## src/rtl/extern_bus_arbiter_pkg.sv

```systemverilog
// Shared types and helpers for the external peripheral bus arbiter.
package extern_bus_arbiter_pkg;

  // Host transaction FSM: idle, waiting for a free bus slot, acknowledging.
  typedef enum logic [1:0] {
    IDLE = 2'd0,
    PEND = 2'd1,
    DONE = 2'd2
  } arb_state_e;

  // Width needed to hold a count from 0 up to and including limit.
  function automatic int cnt_width(input int limit);
    return $clog2(limit + 1);
  endfunction

endpackage

```

## src/rtl/extern_bus_arbiter_sat_counter.sv

```systemverilog
// Saturating up-counter that measures how long a host request has been blocked.
// hit_limit flags the edge on which the count will reach LIMIT.
module sat_counter
  import extern_bus_arbiter_pkg::*;
#(
  parameter int LIMIT = 16,
  parameter int W     = cnt_width(LIMIT)
) (
  input  logic clk,
  input  logic rst_n,
  input  logic clr,
  input  logic en,
  output logic at_limit,
  output logic hit_limit
);

  logic [W-1:0] cnt;

  assign at_limit  = (cnt == W'(LIMIT));
  assign hit_limit = en && (cnt == W'(LIMIT - 1));

  // Count enabled cycles, hold at LIMIT, clear takes priority over counting.
  always_ff @(posedge clk or negedge rst_n) begin
    if (!rst_n) begin
      cnt <= '0;
    end else if (clr) begin
      cnt <= '0;
    end else if (en && !at_limit) begin
      cnt <= cnt + 1'b1;
    end
  end

endmodule

```

## src/rtl/extern_bus_arbiter.sv

```systemverilog
// Shares the external peripheral register bus between the core and a host port.
// Core accesses always win; a latched host access takes the first free slot, and a
// one-cycle core stall is forced once the host has been blocked WAIT_LIMIT cycles.
module extern_bus_arbiter
  import extern_bus_arbiter_pkg::*;
#(
  parameter int ADDR_WIDTH = 9,
  parameter int DATA_WIDTH = 8,
  parameter int WAIT_LIMIT = 16
) (
  input  logic                  clk,
  input  logic                  rst_n,
  input  logic                  core_bus_req,
  input  logic                  core_wr_en,
  input  logic [ADDR_WIDTH-1:0] core_addr,
  input  logic [DATA_WIDTH-1:0] core_wdata,
  output logic [DATA_WIDTH-1:0] core_rdata,
  output logic                  core_stall,
  input  logic                  host_req,
  input  logic                  host_we,
  input  logic [ADDR_WIDTH-1:0] host_addr,
  input  logic [DATA_WIDTH-1:0] host_wdata,
  output logic                  host_ack,
  output logic [DATA_WIDTH-1:0] host_rdata,
  output logic                  host_starve,
  output logic [ADDR_WIDTH-1:0] per_addr,
  output logic [DATA_WIDTH-1:0] per_wdata,
  output logic                  per_wr_en,
  output logic                  per_rd_en,
  input  logic [DATA_WIDTH-1:0] per_rdata,
  output logic                  per_src_host
);

  arb_state_e state, state_nxt;

  logic                  lat_we;
  logic [ADDR_WIDTH-1:0] lat_addr;
  logic [DATA_WIDTH-1:0] lat_wdata;

  logic host_slot;
  logic core_slot;
  logic blocked;
  logic at_limit;
  logic hit_limit;
  logic stall_nxt;

  // The core owns the bus whenever it asks, except in a forced stall cycle.
  assign core_slot  = core_bus_req && !core_stall;
  assign host_slot  = (state == PEND) && !core_slot;
  assign blocked    = (state == PEND) && core_slot;
  assign stall_nxt  = blocked && (hit_limit || at_limit);
  assign core_rdata = per_rdata;

  sat_counter #(
    .LIMIT (WAIT_LIMIT)
  ) u_wait_cnt (
    .clk       (clk),
    .rst_n     (rst_n),
    .clr       (state == DONE),
    .en        (blocked),
    .at_limit  (at_limit),
    .hit_limit (hit_limit)
  );

  // Next-state logic; the ack pulse is simply the single DONE cycle.
  always_comb begin
    state_nxt = state;
    host_ack  = 1'b0;
    unique case (state)
      IDLE: if (host_req) state_nxt = PEND;
      PEND: if (host_slot) state_nxt = DONE;
      DONE: begin
        host_ack  = 1'b1;
        state_nxt = IDLE;
      end
      default: state_nxt = IDLE;
    endcase
  end

  // Control state, stall pulse, starvation flag and captured host read data.
  always_ff @(posedge clk or negedge rst_n) begin
    if (!rst_n) begin
      state       <= IDLE;
      core_stall  <= 1'b0;
      host_starve <= 1'b0;
      host_rdata  <= '0;
    end else begin
      state      <= state_nxt;
      core_stall <= stall_nxt;
      if (stall_nxt) begin
        host_starve <= 1'b1;
      end else if (host_ack) begin
        host_starve <= 1'b0;
      end
      if (host_slot && !lat_we) begin
        host_rdata <= per_rdata;
      end
    end
  end

  // Request fields are captured once when a new host request is accepted.
  always_ff @(posedge clk) begin
    if (state == IDLE && host_req) begin
      lat_we    <= host_we;
      lat_addr  <= host_addr;
      lat_wdata <= host_wdata;
    end
  end

  // Bus mux: host slot from the latch, else core, else an idle bus driven to zero.
  always_comb begin
    per_addr     = '0;
    per_wdata    = '0;
    per_wr_en    = 1'b0;
    per_rd_en    = 1'b0;
    per_src_host = 1'b0;
    if (host_slot) begin
      per_addr     = lat_addr;
      per_wdata    = lat_wdata;
      per_wr_en    = lat_we;
      per_rd_en    = !lat_we;
      per_src_host = 1'b1;
    end else if (core_slot) begin
      per_addr  = core_addr;
      per_wdata = core_wdata;
      per_wr_en = core_wr_en;
      per_rd_en = !core_wr_en;
    end
  end

endmodule

```

## config.mk

```make
export PLATFORM = sky130hd
export DESIGN_NAME = extern_bus_arbiter
export DESIGN_NICKNAME = d
export VERILOG_FILES = /design/src/rtl/extern_bus_arbiter_pkg.sv /design/src/rtl/extern_bus_arbiter_sat_counter.sv /design/src/rtl/extern_bus_arbiter.sv
export SDC_FILE = /design/constraint.sdc
export NUM_CORES = 1
export LEC_CHECK = 0
export ABC_AREA = 1
export ABC_CLOCK_PERIOD_IN_PS = 1900
export CAP_MARGIN = 15
export CORE_MARGIN = 5
export CORE_UTILIZATION = 40
export DETAILED_ROUTE_END_ITERATION = 8
export GPL_ROUTABILITY_DRIVEN = 1
export PLACE_DENSITY = 0.8
export SETUP_SLACK_MARGIN = 0.1
export SLEW_MARGIN = 10
export SYNTH_ARGS = -nofsm -noshare
export SYNTH_HDL_FRONTEND = slang
export SYNTH_SLANG_ARGS = --single-unit
```

## constraint.sdc

```tcl
create_clock -name clk -period 1.9 [get_ports clk]
set_clock_uncertainty 0.05 [all_clocks]
set_input_delay 0.38 -clock clk [delete_from_list [all_inputs] [get_ports clk]]
set_output_delay 0.38 -clock clk [all_outputs]
set_load 0.01 [all_outputs]
```

==> flow_metrics.py, run 1 <==
metrics = {
    "status": {
        "status": "finished clean",
    },
    "detailed_routing": {
        "drtPass1Iterations": 5,
        "finalWirelength_um": 4750,
        "via_per_inst": 4.56,
        "post_drt_wl_per_cell_um": 13.5,
        "drt_iter0_drc": 80,
        "final_antenna_net_count": 0,
        "drc": 0,
        "vias": 1604,
    },
    "worst_setup_path": {
        "crit_required_ps": 1470,
        "crit_fanout": 5,
        "worst-setup-path-type": "flop to primary output",
        "worstPathCellList": "nor2_4 -> buf_12 -> buf_8 -> nor2_4 -> nand2_1 -> nand2_1 -> buf_2",
        "slowest_delay_ps": 390,
        "cp-end-kind": "primary output",
        "critPathArrivalTime_ps": 1420,
        "critPathLaunchType": "flop",
        "critical-path-slowest-cell": "dfrtp_1",
    },
    "sta": {
        "finalCritPeriodShare_pct": 97.3,
        "timing.final.ws_setup_ps": 51.2,
        "tightest_slew_ps": 224,
        "hold_viol": 0,
        "clock.fmax_mhz": 541,
        "max_slew_margin_pct": 85.0,
        "rsz0062_at_grt": "true",
        "setup_violations": 0,
        "slew_viol_final": 0,
        "fin_crit_ps": 1850,
    },
    "yosys": {
        "synthesis.nets": 238,
        "synth_cell_types": 21,
        "seq_area_frac_synth_pct": 56.5,
        "syn_avg_cell_area_um2": 9.14,
        "synth-edff-count": 18,
        "async_flop_share_pct": 48.6,
        "synth_ff_type": "edfxtp_1",
        "syn_area_mm2": 0.00171,
        "synth-seq-cells": 35,
        "synth_warnings": 0,
        "syn_inst": 187,
    },
    "finish": {
        "design_area_mm2": 0.00292,
        "area_delta_synth_final_pct": 70.9,
        "layout.nets": 352,
        "antennaDiodeCount": 0,
        "final_util_pct": 72.0,
        "stdcell_count": 352,
        "layout-drive-gt1-share_pct": 29.5,
    },
    "global_route": {
        "grt_max_degree": 18,
        "grtUsageTotal_pct": 16.2,
        "grt_pass1_wl_um": 6890,
        "top_usage_layer": "met2",
        "grt_antenna_before_repair": 0,
        "grtUsageMet2_pct": 27.7,
        "gr-usage-met1_pct": 18.9,
        "met3_usage_pct": 4.88,
        "grt_overflow": 0,
        "grt_pass1_vias": 1533,
    },
    "clock_tree": {
        "cts.sinks": 35,
        "clockRootBuffer": "clkbuf_8",
        "cts_tree": "yes",
        "cts_buffers": 5,
        "cts.clk_slew.worst_paths_ps": 70,
        "htree_levels": 2,
        "clock_latency_ps": 280,
        "cts_max_path_buffers": 2,
    },
    "pwr": {
        "p_leak_uw": 0.00147,
        "ir_worst_vdd_uv": 525,
        "power_density_mw_per_mm2": 910,
    },
    "die": {
        "design.core.area_mm2": 0.00406,
        "die_w_um": 75.4,
        "die_area_mm2": 0.00568,
        "die_h_um": 75.4,
        "std_cell_rows": 23,
        "start_util_pct": 42.1,
        "io_pins": 87,
    },
    "hold_path": {
        "hp-class": "input port to async pin",
    },
    "placement": {
        "dp_worst_setup_slack_ps": -485,
        "dp_hpwl_um": 3080,
        "dpl-instance-area_mm2": 0.00263,
        "io_buffer_count": 86,
        "place_inst": 323,
        "gp_congestion": 0.734,
    },
    "run": {
        "drv_cap": 0,
    },
}
## cells in the mapped netlist, types with 2 or more instances
cell type  number  area [um2]
nand4_1         3        18.8
buf_4           8        60.1
nor2_1          6        22.5
inv_2           2        7.51
nand3_1        13        65.1
dfrtp_1        17         425
nand2_2         2        12.5
edfxtp_1       18         541
buf_6           2        22.5
nor2_4          2        22.5
buf_8           2        30.0
nand2_1        88         330
inv_1          14        52.6
ha_1            3        37.5
## report_power, final
group	switching (uW)	internal (uW)	leakage (uW)
Sequential	109	989	0.000390
Clock	250	292	0.0000482
Combinational	477	539	0.00103
## critical path: cells and delay by family, from the launching register on
| family | cells | cell delay [ps] |
|---|---|---|
| simple gates | 4 | 360 |
| buf+inv | 3 | 390 |
| flops | 1 | 390 |
## timing repair
item,CTS,global route
resized for setup,105,22
setup endpoints to repair,29,21
pin swaps,11,11
hold buffers,0,0
gates cloned,3,0
buffers inserted,15,3
## logic make-up (layout without fill, tap and decap cells)
logic type	count (synthesis)	in the layout	share of synthesized area [%]
DFF	35	35	56.5
and+or+nand+nor	117	119	30.0
buffers and inverters	29	142	10.3
adders and majority gates	3	3	2.20
AOI/OAI and AO/OA	3	3	0.951
## state kept, by name, indices dropped and copies added (netlist names)
signal,flops
lat_addr,9
u_wait_cnt.cnt,5
core_stall,1
host_rdata,8
lat_we,1
state,2
host_starve,1
lat_wdata,8
## worst paths after layout
| check | from | to | slack [ps] | depth (start not counted) |
|---|---|---|---|---|
| worst max register to register | core_stall | host_rdata[2] | 390 | 9 |
| worst min register to register | host_rdata[7] | host_rdata[7] | 420 | 2 |
| min in group clk | host_rdata[7] | host_rdata[7] | 420 | 2 |
| worst max-delay path | core_stall | per_wdata[0] | 50 | 7 |
| worst min-delay path | rst_n | u_wait_cnt.cnt[1] | 370 | 2 |
| max in group asynchronous | rst_n | state[0] | 1240 | 2 |
## through the flow
step / power [uW] / setup TNS (ps) / hold WS (ps)
5_1_grt: 2830 / -134 / 391
6_report: 2660 / 0 / 372
4_1_cts: 2620 / 0 / 373
3_5_place_dp: 2030 / -9180 / 408
3_3_place_gp: 2010 / -8880 / 405
2_1_floorplan: 1530 / 0 / 34.4
## cell type report
class                      instances  area [um2]
inverter                          17        63.8
sequential                        35         966
timing repair buffer             117        1090
multi-input combinational        125         648
tap                               50        62.6
clock buffer                       7        86.3
clock inverter                     1        5.00
fill                             298        1140
## layout by cell type, fill, tap and decap left out, types with 2 or more instances in the layout
cell type        Yosys  layout
nand2_2              2      17
dfrtp_1             17      17
nand2_1             88      71
nand2_4              1       3
nand4_1              3       3
nor2_4               2       4
edfxtp_1            18      18
clkbuf_8             0       6
inv_2                2       3
buf_2                0      16
buf_12               0       2
ha_1                 3       3
inv_1               14      13
dlygate4sd2_1        0       9
clkdlybuf4s50_1      0      55
nor2_1               6       5
buf_4                8      21
buf_8                2       2
nand3_1             13      13
buf_6                2       8
## per-layer routing
layer / vias up / part of all wire [%]
met5: - / 0
met3: 4 / 8.9
met2: 58 / 53
met1: 728 / 37
met4: 0 / 0.74
li1: 814 / -
(Power assumes the default switching activity.)
==> run 2: changes to the inputs <==
--- a/config.mk
+++ b/config.mk
@@ -6,13 +6,13 @@
 export NUM_CORES = 1
 export LEC_CHECK = 0
 export ABC_AREA = 1
-export ABC_CLOCK_PERIOD_IN_PS = 1900
+export ABC_CLOCK_PERIOD_IN_PS = 1600
 export CAP_MARGIN = 15
 export CORE_MARGIN = 5
-export CORE_UTILIZATION = 40
+export CORE_UTILIZATION = 36
 export DETAILED_ROUTE_END_ITERATION = 8
 export GPL_ROUTABILITY_DRIVEN = 1
-export PLACE_DENSITY = 0.8
+export PLACE_DENSITY = 0.76
 export SETUP_SLACK_MARGIN = 0.1
 export SLEW_MARGIN = 10
 export SYNTH_ARGS = -nofsm -noshare
==> constraint.sdc (replaced) <==
create_clock -name clk -period 1.6 [get_ports clk]
set_clock_uncertainty 0.05 [all_clocks]
set_input_delay 0.32 -clock clk [delete_from_list [all_inputs] [get_ports clk]]
set_output_delay 0.32 -clock clk [all_outputs]
set_load 0.01 [all_outputs]
==> flow_metrics.py, run 2 (synthesis results as in run 1) <==
metrics = {
    "status": {
        "status": "finished with violations",
        "violations": "setup timing",
    },
    "detailed_routing": {
        "via_per_inst": 4.53,
        "post_drt_wl_per_cell_um": 13.1,
        "drt_iter0_drc": 42,
        "final_antenna_net_count": 0,
        "vias": 1625,
        "drtPass1Iterations": 4,
        "finalWirelength_um": 4710,
        "drc": 0,
    },
    "finish": {
        "final_util_pct": 65.3,
        "reg_top3": "lat_addr (9), host_rdata (8), lat_wdata (8)",
        "largest_register": "lat_addr",
        "stdcell_count": 359,
        "layout-drive-gt1-share_pct": 36.7,
        "layout.nets": 355,
        "n_fill_cell": 399,
        "largest_reg_flops": 9,
        "area_delta_synth_final_pct": 78.0,
        "final_cell_mix": "61 x nand2_1, 46 x clkdlybuf4s50_1, 24 x nand2_2, 21 x buf_4",
        "final_common_cell": "nand2_1",
        "design_area_mm2": 0.00304,
        "antennaDiodeCount": 0,
    },
    "clock_tree": {
        "cts.sinks": 35,
        "cts.clk_slew.worst_paths_ps": 70,
        "cts_tree": "yes",
        "cts_hold_buf": 0,
        "clock_latency_ps": 280,
        "cts_buffers": 5,
        "clockRootBuffer": "clkbuf_8",
        "htree_levels": 2,
        "cts_max_path_buffers": 2,
    },
    "sta": {
        "hold_viol": 0,
        "setup_tns_ps": -2940,
        "clock.fmax_mhz": 550,
        "max_slew_margin_pct": 84.1,
        "slew_viol_final": 0,
        "setup_violations": 20,
        "tightest_slew_ps": 238,
        "finalCritPeriodShare_pct": 114,
        "rsz0062_at_grt": "true",
        "fin_crit_ps": 1820,
        "timing.final.ws_setup_ps": -218,
    },
    "die": {
        "die_h_um": 78.9,
        "start_util_pct": 36.7,
        "std_cell_rows": 25,
        "die_w_um": 78.9,
        "die_area_mm2": 0.00623,
        "design.core.area_mm2": 0.00466,
        "io_pins": 87,
    },
    "worst_setup_path": {
        "crit_fanout": 5,
        "critPathArrivalTime_ps": 1450,
        "crit_required_ps": 1230,
        "critPathLaunchType": "flop",
        "timing.rr.start": "core_stall",
        "cp-end-kind": "primary output",
        "critPathLaunch": "core_stall",
        "worst-setup-path-type": "flop to primary output",
    },
    "placement": {
        "gp_congestion": 0.838,
        "dpl-instance-area_mm2": 0.00273,
        "place_inst": 337,
        "dp_hpwl_um": 3420,
        "io_buffer_count": 86,
    },
    "pwr": {
        "p_total_uw": 3240,
        "power_density_mw_per_mm2": 1060,
        "ir_worst_vdd_uv": 522,
        "p_leak_uw": 0.00152,
    },
    "global_route": {
        "grt_pass1_wl_um": 7340,
        "grt_pass1_vias": 1633,
        "grt_antenna_before_repair": 0,
        "grt_overflow": 0,
        "grtUsageTotal_pct": 15.2,
        "grt_max_degree": 19,
    },
    "hold_path": {
        "hp-class": "input port to async pin",
    },
    "run": {
        "drv_cap": 0,
    },
}
run 2: area by class of cell:
type | instances | area (um2) | share of cell area (%)
timing repair buffer | 122 | 1140 | 37.5
inverter | 17 | 63.8 | 2.10
tap | 54 | 67.6 | 2.22
clock buffer | 8 | 100 | 3.29
multi-input combinational | 123 | 704 | 23.1
sequential | 35 | 966 | 31.7
run 2: worst max-delay path: stages (launching register included):
cell and delay (ps):
dfrtp_1 410, nor2_4 220, buf_6 140, buf_6 100, buf_6 90, nand2_1 40
nand2_1 50, buf_2 120
run 2: timing repair:
| action | in CTS | in global routing |
|---|---|---|
| cloned | 0 | 1 |
| endpoints found under the setup margin | 39 | 27 |
| pin swaps | 11 | 15 |
| buffers inserted | 8 | 5 |
| resized for setup | 123 | 44 |
run 2: final timing paths:
| path | cells past startpoint | to | slack, ps |
|---|---|---|---|
| worst max-delay path | 7 | per_addr[0] | -220 |
| worst min-delay path | 2 | host_rdata[1] | 300 |
| worst max register to register | 8 | host_rdata[7] | 140 |
| worst min register to register | 2 | host_rdata[2] | 420 |
| max in group asynchronous | 2 | u_wait_cnt.cnt[4] | 1010 |
| min in group clk | 2 | host_rdata[2] | 420 |
run 2: per-stage QoR:
stage | hold WS (ps) | setup slack (ps)
after floorplan | -25.6 | 141
after global placement | 405 | -658
after detailed placement | 407 | -710
after CTS | 301 | -230
after global routing | 337 | -298
final | 301 | -218
run 2: layer usage:
layer | part of all wire, % | global-route usage (%)
met5 | 0 | 0
met4 | 3.3 | 8.25
met3 | 6.6 | 3.85
met2 | 49 | 25.0
met1 | 41 | 18.1
run 2: power by group:
group	total, uW	switching, uW	internal [uW]
registers	1310	131	1170
clock network	694	302	393
logic	1240	599	640
==> run 3: changes to the inputs <==
--- a/config.mk
+++ b/config.mk
@@ -8,11 +8,13 @@
 export ABC_AREA = 1
 export ABC_CLOCK_PERIOD_IN_PS = 1600
 export CAP_MARGIN = 15
-export CORE_MARGIN = 5
-export CORE_UTILIZATION = 36
+export CORE_MARGIN = 2
+export CORE_UTILIZATION = 37
+export CTS_BUF_LIST = sky130_fd_sc_hd__clkbuf_4
 export DETAILED_ROUTE_END_ITERATION = 8
 export GPL_ROUTABILITY_DRIVEN = 1
-export PLACE_DENSITY = 0.76
+export MAX_ROUTING_LAYER = met4
+export PLACE_DENSITY = 0.78
 export SETUP_SLACK_MARGIN = 0.1
 export SLEW_MARGIN = 10
 export SYNTH_ARGS = -nofsm -noshare
==> flow_metrics.py, run 3 (synthesis results as in run 1) <==
metrics = {
    "detailed_routing": {
        "finalWirelength_um": 4620,
        "final_antenna_net_count": 0,
        "drtPass1Iterations": 4,
        "drt_iter0_drc": 87,
        "post_drt_wl_per_cell_um": 13.0,
        "drc": 0,
        "vias": 1650,
        "via_per_inst": 4.63,
    },
    "worst_setup_path": {
        "r2r_slack_ps": -80,
        "crit_required_ps": 1230,
        "cp-end-kind": "primary output",
        "critPathLaunchType": "flop",
        "critical-path-slowest-cell": "dfrtp_1",
        "worst-setup-path-type": "flop to primary output",
        "critPathArrivalTime_ps": 1530,
        "slowest_delay_ps": 420,
        "crit_fanout": 8,
        "rr_worst_depth": 8,
        "timing.rr.start": "state[0]",
        "reg2reg_to": "lat_wdata[2]",
        "worstPathCellList": "nor2_4 -> buf_6 -> nor2_8 -> buf_12 -> buf_12 -> nand2_1 -> nand2_1 -> buf_2",
    },
    "finish": {
        "final_util_pct": 68.6,
        "final_common_cell": "nand2_1",
        "antennaDiodeCount": 0,
        "largest_register": "lat_addr",
        "largest_reg_flops": 9,
        "layout.nets": 354,
        "final_cell_mix": "62 x nand2_1, 46 x clkdlybuf4s50_1, 21 x buf_4",
        "layout-drive-gt1-share_pct": 34.2,
        "reg_top3": "lat_addr (9), host_rdata (8), lat_wdata (8)",
        "area_delta_synth_final_pct": 77.2,
        "design_area_mm2": 0.00303,
    },
    "pwr": {
        "p_leak_uw": 0.00156,
        "power_density_mw_per_mm2": 1030,
        "ir_worst_vdd_uv": 477,
        "internal-power_uw": 2100,
        "switching_power_uw": 1040,
        "combPwrFrac_pct": 42.4,
        "switching_share_pct": 33.2,
        "clockPowerShare_pct": 15.3,
        "pwr-share-seq_pct": 42.3,
    },
    "sta": {
        "tightest_slew_ps": 222,
        "fin_crit_ps": 1900,
        "rsz0062_at_grt": "true",
        "setup_violations": 39,
        "slew_viol_final": 0,
        "finalCritPeriodShare_pct": 119,
        "max_slew_margin_pct": 85.2,
        "clock.fmax_mhz": 527,
        "timing.final.ws_setup_ps": -297,
        "hold_viol": 0,
    },
    "clock_tree": {
        "cts.clk_slew.worst_paths_ps": 100,
        "cts_tree": "yes",
        "htree_levels": 2,
        "clock_latency_ps": 330,
        "cts.sinks": 35,
        "clockRootBuffer": "clkbuf_4",
        "cts_hold_buf": 0,
        "cts_max_path_buffers": 2,
        "cts_buffers": 5,
    },
    "die": {
        "die_w_um": 72.0,
        "die_h_um": 72.0,
        "io_pins": 87,
        "design.core.area_mm2": 0.00441,
        "start_util_pct": 38.7,
        "std_cell_rows": 24,
        "die_area_mm2": 0.00518,
    },
    "global_route": {
        "grtUsageTotal_pct": 19.0,
        "grt_max_degree": 18,
        "grt_overflow": 0,
        "grt_antenna_before_repair": 0,
        "grt_pass1_wl_um": 7470,
        "grt_pass1_vias": 1655,
    },
    "run": {
        "drv_cap": 0,
    },
    "hold_path": {
        "hp-class": "input port to async pin",
    },
    "status": {
        "status": "finished with violations",
        "violations": "setup timing",
    },
    "placement": {
        "gp_congestion": 0.820,
        "dp_hpwl_um": 3200,
        "dpl-instance-area_mm2": 0.00275,
        "io_buffer_count": 86,
    },
}
-- run 3: changes by cell type in the layout (fill, tap and decap cells not counted), moves of 2 or more --
| cell | delta |
|---|---|
| clkbuf_4 | +7 |
| clkbuf_8 | -7 |
| nand3_1 | +7 |
| nand3_2 | -7 |
| nand2_2 | -6 |
| nand2_4 | +5 |
| buf_12 | +3 |
| buf_6 | -2 |
-- run 3: layout make-up --
| cell class | count | area [um2] |
|---|---|---|
| clock buffers | 7 | 52.6 |
| clock inverters | 1 | 5.00 |
| fillers | 347 | 1390 |
| inverters | 17 | 66.3 |
| multi-input cells | 123 | 693 |
| flip-flops and latches | 35 | 966 |
| well taps | 52 | 65.1 |
| repair buffers | 121 | 1180 |
-- run 3: what timing repair did --
item,CTS,global route
buffers inserted,14,4
gates cloned,1,1
resized for setup,126,39
pin swaps,4,6
setup endpoints to repair,39,48
-- run 3: how the worst max path moves through the flow --
stage	start	end	depth (start not counted)
3_3_place_gp	core_bus_req	per_wr_en	7
4_1_cts	core_stall	per_wdata[6]	8
2_1_floorplan	state[0]	lat_addr[0]	3
6_report	core_stall	per_addr[4]	8
3_5_place_dp	core_bus_req	per_wdata[3]	7
5_1_grt	core_stall	per_addr[2]	8
-- run 3: critical path, delay by kind of cell, from the launching register on --
kind / cells / cell delay, ps
DFF: 1 / 420
buffers and inverters: 4 / 510
and+or+nand+nor: 4 / 260
-- run 3: stage by stage --
step	setup WS (ps)	hold WS [ps]	total power [uW]	std cells	TNS [ps]
final	-297	258	3130	356	-6820
after global routing	-384	257	3340	356	-9290
after CTS	-273	249	3010	358	-5840
after detailed placement	-667	414	2520	335	-13530
after global placement	-633	405	2470	335	-13080
after floorplan	141	-25.6	1820	187	0
-- run 3: power by group through the flow --
stage | clock network (uW) | registers [uW] | logic (uW)
after detailed placement | 0 | 1330 | 1190
final | 480 | 1330 | 1330
after global placement | 0 | 1310 | 1160
after floorplan | 0 | 1350 | 471
after CTS | 502 | 1310 | 1200
after global routing | 538 | 1350 | 1450
-- run 3: per-layer routing --
| metal | GRT usage, % | wire length, um | vias up |
|---|---|---|---|
| li1 | - | - | 814 |
| met3 | 5.00 | 338 | 5 |
| met4 | 5.66 | 44 | 0 |
| met1 | 20.9 | 1830 | 767 |
| met2 | 33.8 | 2410 | 64 |
| met5 | - | 0 | - |
